$ cat src/rtl/alu_issue.sv
// ============================================================================
// alu_issue : RV32I execute-stage issue register feeding the ALU operands/op
//             through a valid/ready stage with a 2-entry skid buffer.
// Revision  : 1.0
// ============================================================================
`default_nettype none

module alu_issue #(
  parameter int XLEN = 32
) (
  input  logic            clk,
  input  logic            rst_n,
  input  logic            flush,
  input  logic            in_valid,
  output logic            in_ready,
  input  logic [31:0]     in_instr,
  input  logic [XLEN-1:0] in_pc,
  input  logic [XLEN-1:0] in_rs1,
  input  logic [XLEN-1:0] in_rs2,
  output logic            out_valid,
  input  logic            out_ready,
  output logic [XLEN-1:0] alu_in_0,
  output logic [XLEN-1:0] alu_in_1,
  output logic [3:0]      alu_op,
  output logic            illegal
);

  localparam logic [3:0] ALU_ADD    = 4'd0;
  localparam logic [3:0] ALU_SUB    = 4'd1;
  localparam logic [3:0] ALU_LSL    = 4'd2;
  localparam logic [3:0] ALU_LT     = 4'd3;
  localparam logic [3:0] ALU_LTU    = 4'd4;
  localparam logic [3:0] ALU_XOR    = 4'd5;
  localparam logic [3:0] ALU_LSR    = 4'd6;
  localparam logic [3:0] ALU_ASR    = 4'd7;
  localparam logic [3:0] ALU_OR     = 4'd8;
  localparam logic [3:0] ALU_AND    = 4'd9;
  localparam logic [3:0] ALU_PASS_1 = 4'd10;

  localparam logic [6:0] OPC_OP     = 7'b0110011;
  localparam logic [6:0] OPC_OPIMM  = 7'b0010011;
  localparam logic [6:0] OPC_LUI    = 7'b0110111;
  localparam logic [6:0] OPC_AUIPC  = 7'b0010111;
  localparam logic [6:0] OPC_LOAD   = 7'b0000011;
  localparam logic [6:0] OPC_STORE  = 7'b0100011;
  localparam logic [6:0] OPC_BRANCH = 7'b1100011;
  localparam logic [6:0] OPC_JAL    = 7'b1101111;
  localparam logic [6:0] OPC_JALR   = 7'b1100111;

  localparam logic [6:0] F7_ZERO = 7'b0000000;
  localparam logic [6:0] F7_ALT  = 7'b0100000;

  typedef struct packed {
    logic [XLEN-1:0] in_0;
    logic [XLEN-1:0] in_1;
    logic [3:0]      op;
    logic            ill;
  } entry_t;

  logic [6:0]  opc;
  logic [2:0]  f3;
  logic [6:0]  f7;
  logic [31:0] imm_i;
  logic [31:0] imm_s;
  logic [31:0] imm_u;
  logic [3:0]  base_op;
  logic        bad;
  entry_t      dec;

  assign opc   = in_instr[6:0];
  assign f3    = in_instr[14:12];
  assign f7    = in_instr[31:25];
  assign imm_i = {{20{in_instr[31]}}, in_instr[31:20]};
  assign imm_s = {{20{in_instr[31]}}, in_instr[31:25], in_instr[11:7]};
  assign imm_u = {in_instr[31:12], 12'h000};

  // funct3 mapping shared by OP and OP-IMM; the alternate f7 forms are patched below
  always_comb begin
    base_op = ALU_ADD;
    case (f3)
      3'b000:  base_op = ALU_ADD;
      3'b001:  base_op = ALU_LSL;
      3'b010:  base_op = ALU_LT;
      3'b011:  base_op = ALU_LTU;
      3'b100:  base_op = ALU_XOR;
      3'b101:  base_op = ALU_LSR;
      3'b110:  base_op = ALU_OR;
      default: base_op = ALU_AND;
    endcase
  end

  always_comb begin
    dec     = '0;
    dec.op  = ALU_ADD;
    bad     = 1'b0;
    case (opc)
      OPC_OP: begin
        dec.in_0 = in_rs1;
        dec.in_1 = in_rs2;
        if (f7 == F7_ZERO)                    dec.op = base_op;
        else if (f7 == F7_ALT && f3 == 3'b000) dec.op = ALU_SUB;
        else if (f7 == F7_ALT && f3 == 3'b101) dec.op = ALU_ASR;
        else                                   bad    = 1'b1;
      end
      OPC_OPIMM: begin
        dec.in_0 = in_rs1;
        dec.in_1 = XLEN'($signed(imm_i));
        dec.op   = base_op;
        if (f3 == 3'b001 || f3 == 3'b101) begin
          dec.in_1 = XLEN'(in_instr[24:20]);
          if (f3 == 3'b101 && f7 == F7_ALT) dec.op = ALU_ASR;
          else if (f7 != F7_ZERO)           bad    = 1'b1;
        end
      end
      OPC_LUI: begin
        dec.in_1 = XLEN'($signed(imm_u));
        dec.op   = ALU_PASS_1;
      end
      OPC_AUIPC: begin
        dec.in_0 = in_pc;
        dec.in_1 = XLEN'($signed(imm_u));
      end
      OPC_LOAD: begin
        dec.in_0 = in_rs1;
        dec.in_1 = XLEN'($signed(imm_i));
      end
      OPC_STORE: begin
        dec.in_0 = in_rs1;
        dec.in_1 = XLEN'($signed(imm_s));
      end
      OPC_BRANCH: begin
        dec.in_0 = in_rs1;
        dec.in_1 = in_rs2;
        case (f3[2:1])
          2'b00:   dec.op = ALU_SUB;
          2'b10:   dec.op = ALU_LT;
          2'b11:   dec.op = ALU_LTU;
          default: bad    = 1'b1;
        endcase
      end
      OPC_JAL, OPC_JALR: begin
        dec.in_0 = in_pc;
        dec.in_1 = XLEN'(4);
      end
      default: bad = 1'b1;
    endcase
    if (bad) begin
      dec     = '0;
      dec.op  = ALU_ADD;
      dec.ill = 1'b1;
    end
  end

  entry_t m_q, m_d;
  entry_t s_q, s_d;
  logic   m_valid_q, m_valid_d;
  logic   s_valid_q, s_valid_d;
  logic   in_ready_q, in_ready_d;
  logic   push;
  logic   m_free;

  assign push   = in_valid & in_ready_q;
  assign m_free = ~m_valid_q | out_ready;

  // S is only ever filled while M is held, so refilling M prefers S over the input
  always_comb begin
    m_d       = m_q;
    s_d       = s_q;
    m_valid_d = m_valid_q;
    s_valid_d = s_valid_q;
    if (flush) begin
      m_valid_d = 1'b0;
      s_valid_d = 1'b0;
    end else if (m_free) begin
      if (s_valid_q) begin
        m_d       = s_q;
        m_valid_d = 1'b1;
        s_valid_d = 1'b0;
      end else if (push) begin
        m_d       = dec;
        m_valid_d = 1'b1;
      end else begin
        m_valid_d = 1'b0;
      end
    end else if (push) begin
      s_d       = dec;
      s_valid_d = 1'b1;
    end
    in_ready_d = ~s_valid_d;
  end

  always_ff @(posedge clk) begin
    if (!rst_n) begin
      m_q        <= '0;
      s_q        <= '0;
      m_valid_q  <= 1'b0;
      s_valid_q  <= 1'b0;
      in_ready_q <= 1'b1;
    end else begin
      m_q        <= m_d;
      s_q        <= s_d;
      m_valid_q  <= m_valid_d;
      s_valid_q  <= s_valid_d;
      in_ready_q <= in_ready_d;
    end
  end

  assign in_ready  = in_ready_q;
  assign out_valid = m_valid_q;
  assign alu_in_0  = m_q.in_0;
  assign alu_in_1  = m_q.in_1;
  assign alu_op    = m_q.op;
  assign illegal   = m_q.ill;

endmodule

`default_nettype wire

$ cat config.mk
export PLATFORM = sky130hd
export DESIGN_NAME = alu_issue
export DESIGN_NICKNAME = d
export VERILOG_FILES = /design/src/rtl/alu_issue.sv
export SDC_FILE = /design/constraint.sdc
export NUM_CORES = 1
export LEC_CHECK = 0
export CORE_ASPECT_RATIO = 1.75
export CORE_MARGIN = 8
export CORE_UTILIZATION = 47
export CTS_CLUSTER_DIAMETER = 150
export DETAILED_ROUTE_END_ITERATION = 16
export PLACE_DENSITY = 0.86
export SYNTH_ARGS = -nofsm -noshare
export SYNTH_HDL_FRONTEND = slang
export SYNTH_SLANG_ARGS = --single-unit
$ cat constraint.sdc
create_clock -name clk -period 2.92 [get_ports clk]
set_input_delay 0.292 -clock clk [delete_from_list [all_inputs] [get_ports clk]]
set_output_delay 0.292 -clock clk [all_outputs]
set_load 0.01 [all_outputs]
==> impl_metrics.env, run 1 <==
export IMPL_postSynthAreaPerCell_sq_um=8.401
export IMPL_fmax_mhz=407.0
export IMPL_num_rows=58
export IMPL_final_setup_skew_ns=0.009043
export IMPL_async_flop_share_pct=0
export IMPL_maximum_capacitance_violations=0
export IMPL_clk_pin_slew_ns=0.06
export IMPL_yosys_reg_bits=141
export IMPL_synth_seq_area_share_pct=41.89
export IMPL_period_minus_slack_ns=2.457
export IMPL_n_antenna_cell=0
export IMPL_grt_ovfl_total=0
export IMPL_antenna_found_initial=0
export IMPL_worstPathArrival_ns=2.78
export IMPL_io_pins=204
export IMPL_via_per_inst=5.965
export IMPL_count_of_different_cell_masters_after_synthesis=57
export IMPL_nNetsFinal=1114
export IMPL_layout_area_overhead_vs_synth_pct=42.38
export IMPL_tritoncts="built"
export IMPL_final_hold_violation_count=0
export IMPL_grt_max_degree=71
export IMPL_drt_wl_total_microns=22720
export IMPL_max_slew_margin_rel_pct=43.08
export IMPL_post_cts_resized_instances=0
export IMPL_dpl_hpwl_microns=15730
export IMPL_gp_congestion=1.037
export IMPL_finalSetupViolCount=0
export IMPL_core_sq_um=14220
export IMPL_synth_top_cell_area_share_pct=41.89
export IMPL_number_of_global_route_vias_before_repair=7112
export IMPL_r2r_setup_slack_ns=0.86
export IMPL_synth_largest_area_cell="dfxtp_1"
export IMPL_final_antenna_net_count=0
export IMPL_cts_setup_buffers=0
export IMPL_outcome="finished clean"
export IMPL_static_leakage_power_uw=0.003359
export IMPL_required_ns=3.24
export IMPL_slew_viol_final=0
export IMPL_initialDrtViolationCount=528
export IMPL_design_die_area_sq_um=18570
export IMPL_drive_gt1_share_pct=12.68
export IMPL_timing_hold_worst_class="primary input to register"
export IMPL_groute_usage_overall_pct=24.15
export IMPL_cts_htree_levels=4
export IMPL_synth_nets=935
export IMPL_worst_pin_slew_ns=0.8539
export IMPL_kind_of_launch_point_of_the_worst_setup_path="primary input"
export IMPL_floorplan_die_height_microns=174.4
export IMPL_insertion_delay_ns=0.40
export IMPL_yosysWarningCount=0
export IMPL_drt_pass1_iterations=5
export IMPL_max_clock_path_buffers=2
export IMPL_vias=7003
export IMPL_grt_first_pass_wirelength_microns=36660
export IMPL_syn_cell_area_sq_um=6738
export IMPL_crit_path_end_kind="register"
export IMPL_timing_setup_critical_path_class="primary input to register"
export IMPL_power_density_cell_area_nw_per_um2=486.0
export IMPL_tns_ns=0
export IMPL_synth_top_flop_cell="dfxtp_1"
export IMPL_detail_route_wl_per_cell_microns=19.35
export IMPL_power_ir_vdd_worst_mv=0.3213
export IMPL_final_fill_count=1140
export IMPL_synth_area_leaders="dfxtp_1 42%, nand2_1 8.6%, nand3_1 5.5%"
export IMPL_tritoncts_num_buffers=17
export IMPL_worstPathMaxFanout=18
export IMPL_cts_sinks=141
export IMPL_final_worst_path_period_share_pct=84.15
export IMPL_fp_dieW_microns=106.5
export IMPL_syn_instance_count=802
export IMPL_cts_hold_buffers=0
export IMPL_start_util_pct=47.37
export IMPL_drcViolationCount=0
export IMPL_rsz_0062_raised_after_global_routing="false"
export IMPL_cts_root_buf="clkbuf_16"
export IMPL_io_buffer_count=203
export IMPL_fin_worst_hold_slack_ns=0.2610
export IMPL_synth_enable_flop_cells=0
-- kinds of logic (layout without fill, tap and decap cells) --
kind of cell / after synthesis / in the layout / synth area share [%]
XOR/XNOR: 4 / 4 / 0.5201
AO/OA/AOI/OAI: 263 / 263 / 30.16
multiplexers: 3 / 3 / 0.4457
buffers and inverters: 86 / 278 / 6.370
AND/OR/NAND/NOR: 305 / 305 / 20.61
flip-flops: 141 / 141 / 41.89
-- critical path, stage by stage --
cell and delay, ns:
clkdlybuf4s50_1 0.50, or3b_1 0.53, o31ai_4 0.75, buf_4 0.37
a22oi_1 0.15, o2bb2ai_1 0.19
-- cell type report --
type,instances,area [sq um],area share [%]
Inverter,7,26.28,0.2739
Sequential cell,141,2824,29.44
Clock buffer,19,452.9,4.722
Multi-Input combinational cell,575,3540,36.90
Clock inverter,13,175.2,1.826
Tap cell,180,225.2,2.348
Timing Repair Buffer,239,2350,24.49
-- synth_stat cells, types with 9 or more instances --
library cell	number
a21oi_1	9
a31oi_1	25
o2bb2ai_1	24
nand2_1	154
a22oi_1	43
clkbuf_1	58
o2bb2ai_2	19
o21ai_0	9
o21ai_1	60
o21ai_2	21
a221oi_1	21
nor2_1	34
dfxtp_1	141
nand3_1	74
buf_6	12
-- final timing paths --
path | startpoint | to | depth (start not counted)
min reg2reg | s_q[15] | s_q[15] | 2
max | in_instr[4] | alu_in_0[1] | 6
min | rst_n | s_q[0] | 3
max reg2reg | in_ready | s_q[42] | 6
-- layout by cell type, fill, tap and decap left out, types with 3 or more instances in the layout --
cell / synthesis / final
a21oi_1: 9 / 9
a221oi_1: 21 / 21
a22o_1: 7 / 7
a22oi_1: 43 / 43
a31oi_1: 25 / 25
buf_12: 0 / 4
buf_4: 3 / 33
bufinv_16: 0 / 3
clkbuf_16: 0 / 17
clkdlybuf4s50_1: 0 / 202
dfxtp_1: 141 / 140
inv_1: 6 / 6
inv_6: 0 / 5
mux2i_1: 3 / 3
nand2_1: 154 / 154
nand2b_1: 8 / 8
nand3_1: 74 / 74
nor2_1: 34 / 34
nor2b_1: 7 / 6
nor3_2: 1 / 3
nor4_1: 4 / 4
o21ai_0: 9 / 9
o21ai_1: 60 / 60
o21ai_2: 21 / 21
o2bb2ai_1: 24 / 24
o2bb2ai_2: 19 / 19
o32ai_1: 3 / 3
or3_1: 5 / 4
xnor2_1: 3 / 3
-- flip-flops by register name (all words and copies together), names as in the netlist --
signal and flops:
alu_in_0 32, alu_in_1 32, alu_op 4, illegal 1
in_ready 1, out_valid 1, s_q 69, s_valid_q 1
-- layer usage --
| metal | up-vias | global-route usage (%) | wire (microns) |
|---|---|---|---|
| met5 | - | 0 | 0 |
| met4 | 0 | 13.69 | 1043 |
| met3 | 69 | 5.562 | 1713 |
| met2 | 360 | 41.78 | 11750 |
| met1 | 3281 | 26.19 | 8213 |
| li1 | 3293 | - | - |
-- per-stage QoR --
stage / instance area (sq um) / setup slack, ns / utilization, % / power, uW / std cells
6_report: 9593 / 0.4629 / 67.44 / 4662 / 1174
5_1_grt: 9593 / 0.3222 / 67.44 / 4805 / 1174
4_1_cts: 9593 / 0.4619 / 67.44 / 4683 / 1174
3_5_place_dp: 8965 / 0.07455 / 63.03 / 2404 / 1142
3_3_place_gp: 8965 / 0.1397 / 63.03 / 2401 / 1142
2_1_floorplan: 6738 / 0.7544 / - / 2137 / 802
-- power by group --
part	internal (uW)	switching (uW)
combinational	224	218
sequential	1930	2.11
clock	1410	879
Power figures use the tool's default switching activity.
==> run 2, diff against run 1 <==
==> constraint.sdc (replaced) <==
create_clock -name clk -period 2.4 [get_ports clk]
set_input_delay 0.24 -clock clk [delete_from_list [all_inputs] [get_ports clk]]
set_output_delay 0.24 -clock clk [all_outputs]
set_load 0.01 [all_outputs]
==> impl_metrics.env, run 2 (synthesized netlist as in run 1, its figures left out) <==
export IMPL_critical_path_reg2reg_endpoint="s_q[34]"
export IMPL_io_buffer_count=203
export IMPL_placedInstanceArea_sq_um=9295
export IMPL_num_rows=58
export IMPL_worstPathArrival_ns=2.56
export IMPL_grt_met1_usage_pct=23.51
export IMPL_drt_wl_total_microns=22870
export IMPL_cts_setup_buffers=0
export IMPL_rr_startpoint="in_ready"
export IMPL_dp_worst_setup_slack_ns=-0.2441
export IMPL_insertion_delay_ns=0.41
export IMPL_fin_util_pct=69.51
export IMPL_groute_usage_overall_pct=24.38
export IMPL_kind_of_launch_point_of_the_worst_setup_path="primary input"
export IMPL_dpl_hpwl_microns=16180
export IMPL_slew_viol_final=0
export IMPL_power_density_cell_area_nw_per_um2=562.7
export IMPL_grt_max_degree=84
export IMPL_maximum_capacitance_violations=0
export IMPL_timing_hold_worst_class="primary input to register"
export IMPL_cts_sinks=141
export IMPL_layout_cells_most_common="clkdlybuf4s50_1"
export IMPL_outcome="finished clean"
export IMPL_rsz_0062_raised_after_global_routing="false"
export IMPL_cts_hold_buffers=0
export IMPL_detail_route_wl_per_cell_microns=18.92
export IMPL_final_worst_path_period_share_pct=92.50
export IMPL_required_ns=2.74
export IMPL_timing_setup_critical_path_class="primary input to register"
export IMPL_io_pins=204
export IMPL_cts_root_buf="clkbuf_16"
export IMPL_initialDrtViolationCount=599
export IMPL_grt_first_pass_wirelength_microns=36470
export IMPL_grt_ovfl_total=0
export IMPL_largest_reg_flops=69
export IMPL_total_power_uw=5563
export IMPL_grt_busiest_layer="met2"
export IMPL_worst_pin_slew_ns=0.6751
export IMPL_final_antenna_net_count=0
export IMPL_register_bank_with_the_most_flops="s_q"
export IMPL_drt_pass1_iterations=6
export IMPL_crit_path_end_kind="register"
export IMPL_final_setup_skew_ns=0.008199
export IMPL_fmax_mhz=450.4
export IMPL_timing_hold_worst_start="rst_n"
export IMPL_gr_layer_usage_met3_pct=6.822
export IMPL_design_die_area_sq_um=18570
export IMPL_finish_instance_area_sq_um=9887
export IMPL_r2r_setup_slack_ns=0.37
export IMPL_max_slew_margin_rel_pct=54.58
export IMPL_final_fill_count=1114
export IMPL_floorplan_die_height_microns=174.4
export IMPL_drcViolationCount=0
export IMPL_static_leakage_power_uw=0.003528
export IMPL_max_clock_path_buffers=2
export IMPL_footprint_of_the_flip_flops_and_latches_sq_um=2824
export IMPL_hold_end="alu_in_0[6]"
export IMPL_cts_htree_levels=4
export IMPL_period_minus_slack_ns=2.220
export IMPL_final_setup_worst_slack_ns=0.1799
export IMPL_worst_r2r_cell_count=6
export IMPL_drive_gt1_share_pct=15.37
export IMPL_final_instance_count_excl_fill=1209
export IMPL_power_ir_vdd_worst_mv=0.4258
export IMPL_layout_cells_most_common_list="202 x clkdlybuf4s50_1, 154 x nand2_1, 140 x dfxtp_1"
export IMPL_worstPathMaxFanout=37
export IMPL_final_hold_violation_count=0
export IMPL_layout_area_overhead_vs_synth_pct=46.74
export IMPL_tritoncts="built"
export IMPL_dp_cells=1176
export IMPL_via_per_inst=5.788
export IMPL_number_of_global_route_vias_before_repair=7126
export IMPL_finalSetupViolCount=0
export IMPL_clk_pin_slew_ns=0.06
export IMPL_nNetsFinal=1148
export IMPL_timing_hold_worst_path_depth=2
export IMPL_grt_use_met2_pct=44.58
export IMPL_gp_congestion=0.8995
export IMPL_start_util_pct=47.37
export IMPL_post_cts_resized_instances=0
export IMPL_total_area_of_multi_input_combinational_cells_sq_um=3540
export IMPL_fp_dieW_microns=106.5
export IMPL_core_sq_um=14220
export IMPL_vias=6998
export IMPL_antenna_found_initial=1
export IMPL_tritoncts_num_buffers=17
run 2: changes by cell type in the layout (fill, tap and decap cells not counted):
cell,delta
clkinvlp_4,+1
bufinv_16,-1
clkbuf_1,+2
clkinv_2,-1
diode_2,+1
buf_12,+6
inv_6,-1
clkbuf_8,-2
buf_4,+28
clkinv_4,+2
run 2: stage by stage:
| step | hold slack, ns | setup TNS, ns |
|---|---|---|
| 6_report | 0.2366 | 0 |
| 5_1_grt | 0.2238 | 0 |
| 4_1_cts | 0.2197 | 0 |
| 3_5_place_dp | 0.4412 | -20.33 |
| 3_3_place_gp | 0.4355 | -14.14 |
| 2_1_floorplan | 0.3846 | 0 |
run 2: layout make-up:
cell class	count	area share [%]
multi-input cells	575	35.80
flip-flops and latches	141	28.56
repair buffers	273	27.11
clock buffers	19	4.379
well taps	180	2.278
clock inverters	13	1.582
inverters	7	0.2658
diodes	1	0.02531
run 2: power by group:
group	total, uW	internal [uW]	switching (uW)	leakage [uW]
clock	2640	1560	1080	0.000281
combinational	575	307	268	0.00211
sequential	2350	2340	2.56	0.00114
run 2: worst max-delay path, stage by stage:
cell             delay [ns]
clkdlybuf4s50_1        0.51
or3b_1                 0.50
nor2_8                 0.15
a311oi_4               0.06
or4_2                  0.71
buf_12                 0.22
o21ai_1                0.16
run 2: worst max path at each step:
| stage | startpoint | to | cells after the start |
|---|---|---|---|
| after floorplan | in_instr[6] | alu_in_1[12] | 9 |
| after detailed placement | in_instr[4] | s_q[65] | 7 |
| after global placement | in_instr[4] | s_q[63] | 7 |
| after global routing | in_instr[4] | s_q[37] | 7 |
| after CTS | in_instr[4] | s_q[65] | 7 |
| final | in_instr[4] | s_q[34] | 7 |
run 2: per-layer routing:
layer  up-vias  share of wire (%)
li1       3360                  -
met1      3325                 35
met2       263                 54
met3        50                6.6
met4         0                4.2
met5         -                  0
==> run 3, diff against run 2 <==
==> constraint.sdc (replaced) <==
create_clock -name clk -period 2.4 [get_ports clk]
set_input_delay 0.48 -clock clk [delete_from_list [all_inputs] [get_ports clk]]
set_output_delay 0.48 -clock clk [all_outputs]
set_load 0.01 [all_outputs]
==> impl_metrics.env, run 3 (synthesized netlist as in run 1, its figures left out) <==
export IMPL_final_fill_count=1076
export IMPL_register_bank_with_the_most_flops="s_q"
export IMPL_final_setup_worst_slack_ns=0.03880
export IMPL_max_slew_margin_rel_pct=45.91
export IMPL_floorplan_die_height_microns=174.4
export IMPL_grt_ovfl_total=0
export IMPL_final_instance_count_excl_fill=1228
export IMPL_finalSetupViolCount=0
export IMPL_initialDrtViolationCount=592
export IMPL_design_die_area_sq_um=18570
export IMPL_static_leakage_power_uw=0.003697
export IMPL_maximum_capacitance_violations=0
export IMPL_final_worst_path_period_share_pct=98.38
export IMPL_kind_of_launch_point_of_the_worst_setup_path="primary input"
export IMPL_tritoncts="built"
export IMPL_nNetsFinal=1169
export IMPL_start_util_pct=47.37
export IMPL_detail_route_wl_per_cell_microns=18.89
export IMPL_outcome="finished clean"
export IMPL_period_minus_slack_ns=2.361
export IMPL_vias=7149
export IMPL_drive_gt1_share_pct=17.57
export IMPL_fin_util_pct=71.13
export IMPL_grt_max_degree=71
export IMPL_timing_hold_worst_class="register to register"
export IMPL_timing_setup_critical_path_class="primary input to register"
export IMPL_max_clock_path_buffers=2
export IMPL_io_pins=204
export IMPL_worstPathMaxFanout=17
export IMPL_worst_path_max_delay_cell="or4_4"
export IMPL_rsz_0062_raised_after_global_routing="false"
export IMPL_clk_pin_slew_ns=0.06
export IMPL_dp_cells=1189
export IMPL_slew_viol_final=0
export IMPL_via_per_inst=5.822
export IMPL_final_antenna_net_count=0
export IMPL_cts_root_buf="clkbuf_16"
export IMPL_cts_sinks=141
export IMPL_drcViolationCount=0
export IMPL_finish_instance_area_sq_um=10120
export IMPL_layout_cells_most_common="clkdlybuf4s50_1"
export IMPL_fp_dieW_microns=106.5
export IMPL_dpl_hpwl_microns=16340
export IMPL_final_hold_violation_count=0
export IMPL_required_ns=2.74
export IMPL_groute_usage_overall_pct=24.56
export IMPL_worstPathArrival_ns=2.70
export IMPL_cts_htree_levels=4
export IMPL_layout_area_overhead_vs_synth_pct=50.16
export IMPL_insertion_delay_ns=0.41
export IMPL_power_ir_vdd_worst_mv=0.4335
export IMPL_layout_cells_most_common_list="198 x clkdlybuf4s50_1, 154 x nand2_1, 140 x dfxtp_1"
export IMPL_placedInstanceArea_sq_um=9393
export IMPL_tns_ns=0
export IMPL_dp_worst_setup_slack_ns=-0.4666
export IMPL_crit_path_frequent_cell="buf_4"
export IMPL_grt_first_pass_wirelength_microns=37100
export IMPL_path_cells="clkdlybuf4s50_1, buf_4, nor2b_1, buf_4, nand4_1, a21oi_2, buf_4, or4_4, buf_12, o2bb2ai_2"
export IMPL_antenna_found_initial=1
export IMPL_crit_path_end_kind="register"
export IMPL_gp_congestion=0.9076
export IMPL_num_rows=58
export IMPL_final_setup_skew_ns=0.01074
export IMPL_number_of_global_route_vias_before_repair=7359
export IMPL_drt_wl_total_microns=23190
export IMPL_io_buffer_count=203
export IMPL_worst_pin_slew_ns=0.8114
export IMPL_drt_pass1_iterations=5
export IMPL_fmax_mhz=423.5
export IMPL_core_sq_um=14220
export IMPL_crit_path_max_incr_delay_ns=0.62
export IMPL_largest_reg_flops=69
export IMPL_tritoncts_num_buffers=17
export IMPL_power_density_cell_area_nw_per_um2=531.7
run 3: cell type report:
class                           instances  area, sq um  share of cell area (%)
Tap cell                              180        225.2                   2.226
Antenna cell                            1        2.502                 0.02473
Sequential cell                       141         2824                   27.91
Clock buffer                           17        425.4                   4.205
Timing Repair Buffer                  294         2929                   28.95
Multi-Input combinational cell        575         3568                   35.27
Inverter                                7        26.28                  0.2597
Clock inverter                         13        116.4                   1.150
run 3: through the flow:
stage / hold slack, ns / power, uW
after floorplan: 0.4261 / 2600
after global placement: 0.4355 / 2965
after detailed placement: 0.4412 / 2973
after CTS: 0.4493 / 5399
after global routing: 0.4630 / 5553
final: 0.4463 / 5380
run 3: worst max-delay path: cells and delay by family:
family / cells / cell delay (ns)
compound gates: 2 / 0.23
buf+inv: 5 / 1.08
simple gates: 3 / 0.90
run 3: report_power, final:
| group | switching, uW | internal [uW] | total (uW) |
|---|---|---|---|
| Sequential | 2.55 | 2340 | 2350 |
| Clock | 1020 | 1420 | 2440 |
| Combinational | 269 | 320 | 589 |
| Total | 1300 | 4080 | 5380 |
run 3: metal layers:
layer | routed length [microns] | global-route usage (%) | vias up
li1 | - | - | 3413
met4 | 1077 | 15.69 | 0
met3 | 1497 | 5.673 | 70
met2 | 12230 | 44.05 | 321
met1 | 8384 | 24.60 | 3345
met5 | 0 | 0 | -
run 3: path summary, 6_finish.rpt:
check                 to  cells after the start   startpoint  slack [ns]
min reg2reg      s_q[58]                      2      s_q[58]        0.45
min              s_q[58]                      2      s_q[58]        0.45
max          alu_in_1[6]                     10  in_instr[6]        0.04
max reg2reg      s_q[51]                      6     in_ready        0.46
run 3: what timing repair did:
item / 4_1_cts / 5_1_grt
hold buffers: 0 / 0
pin swaps: 1 / 2
gates resized for setup: 2 / 10
endpoints found under the setup margin: 68 / 73
cloned: 1 / 3
buffers inserted: 1 / 3
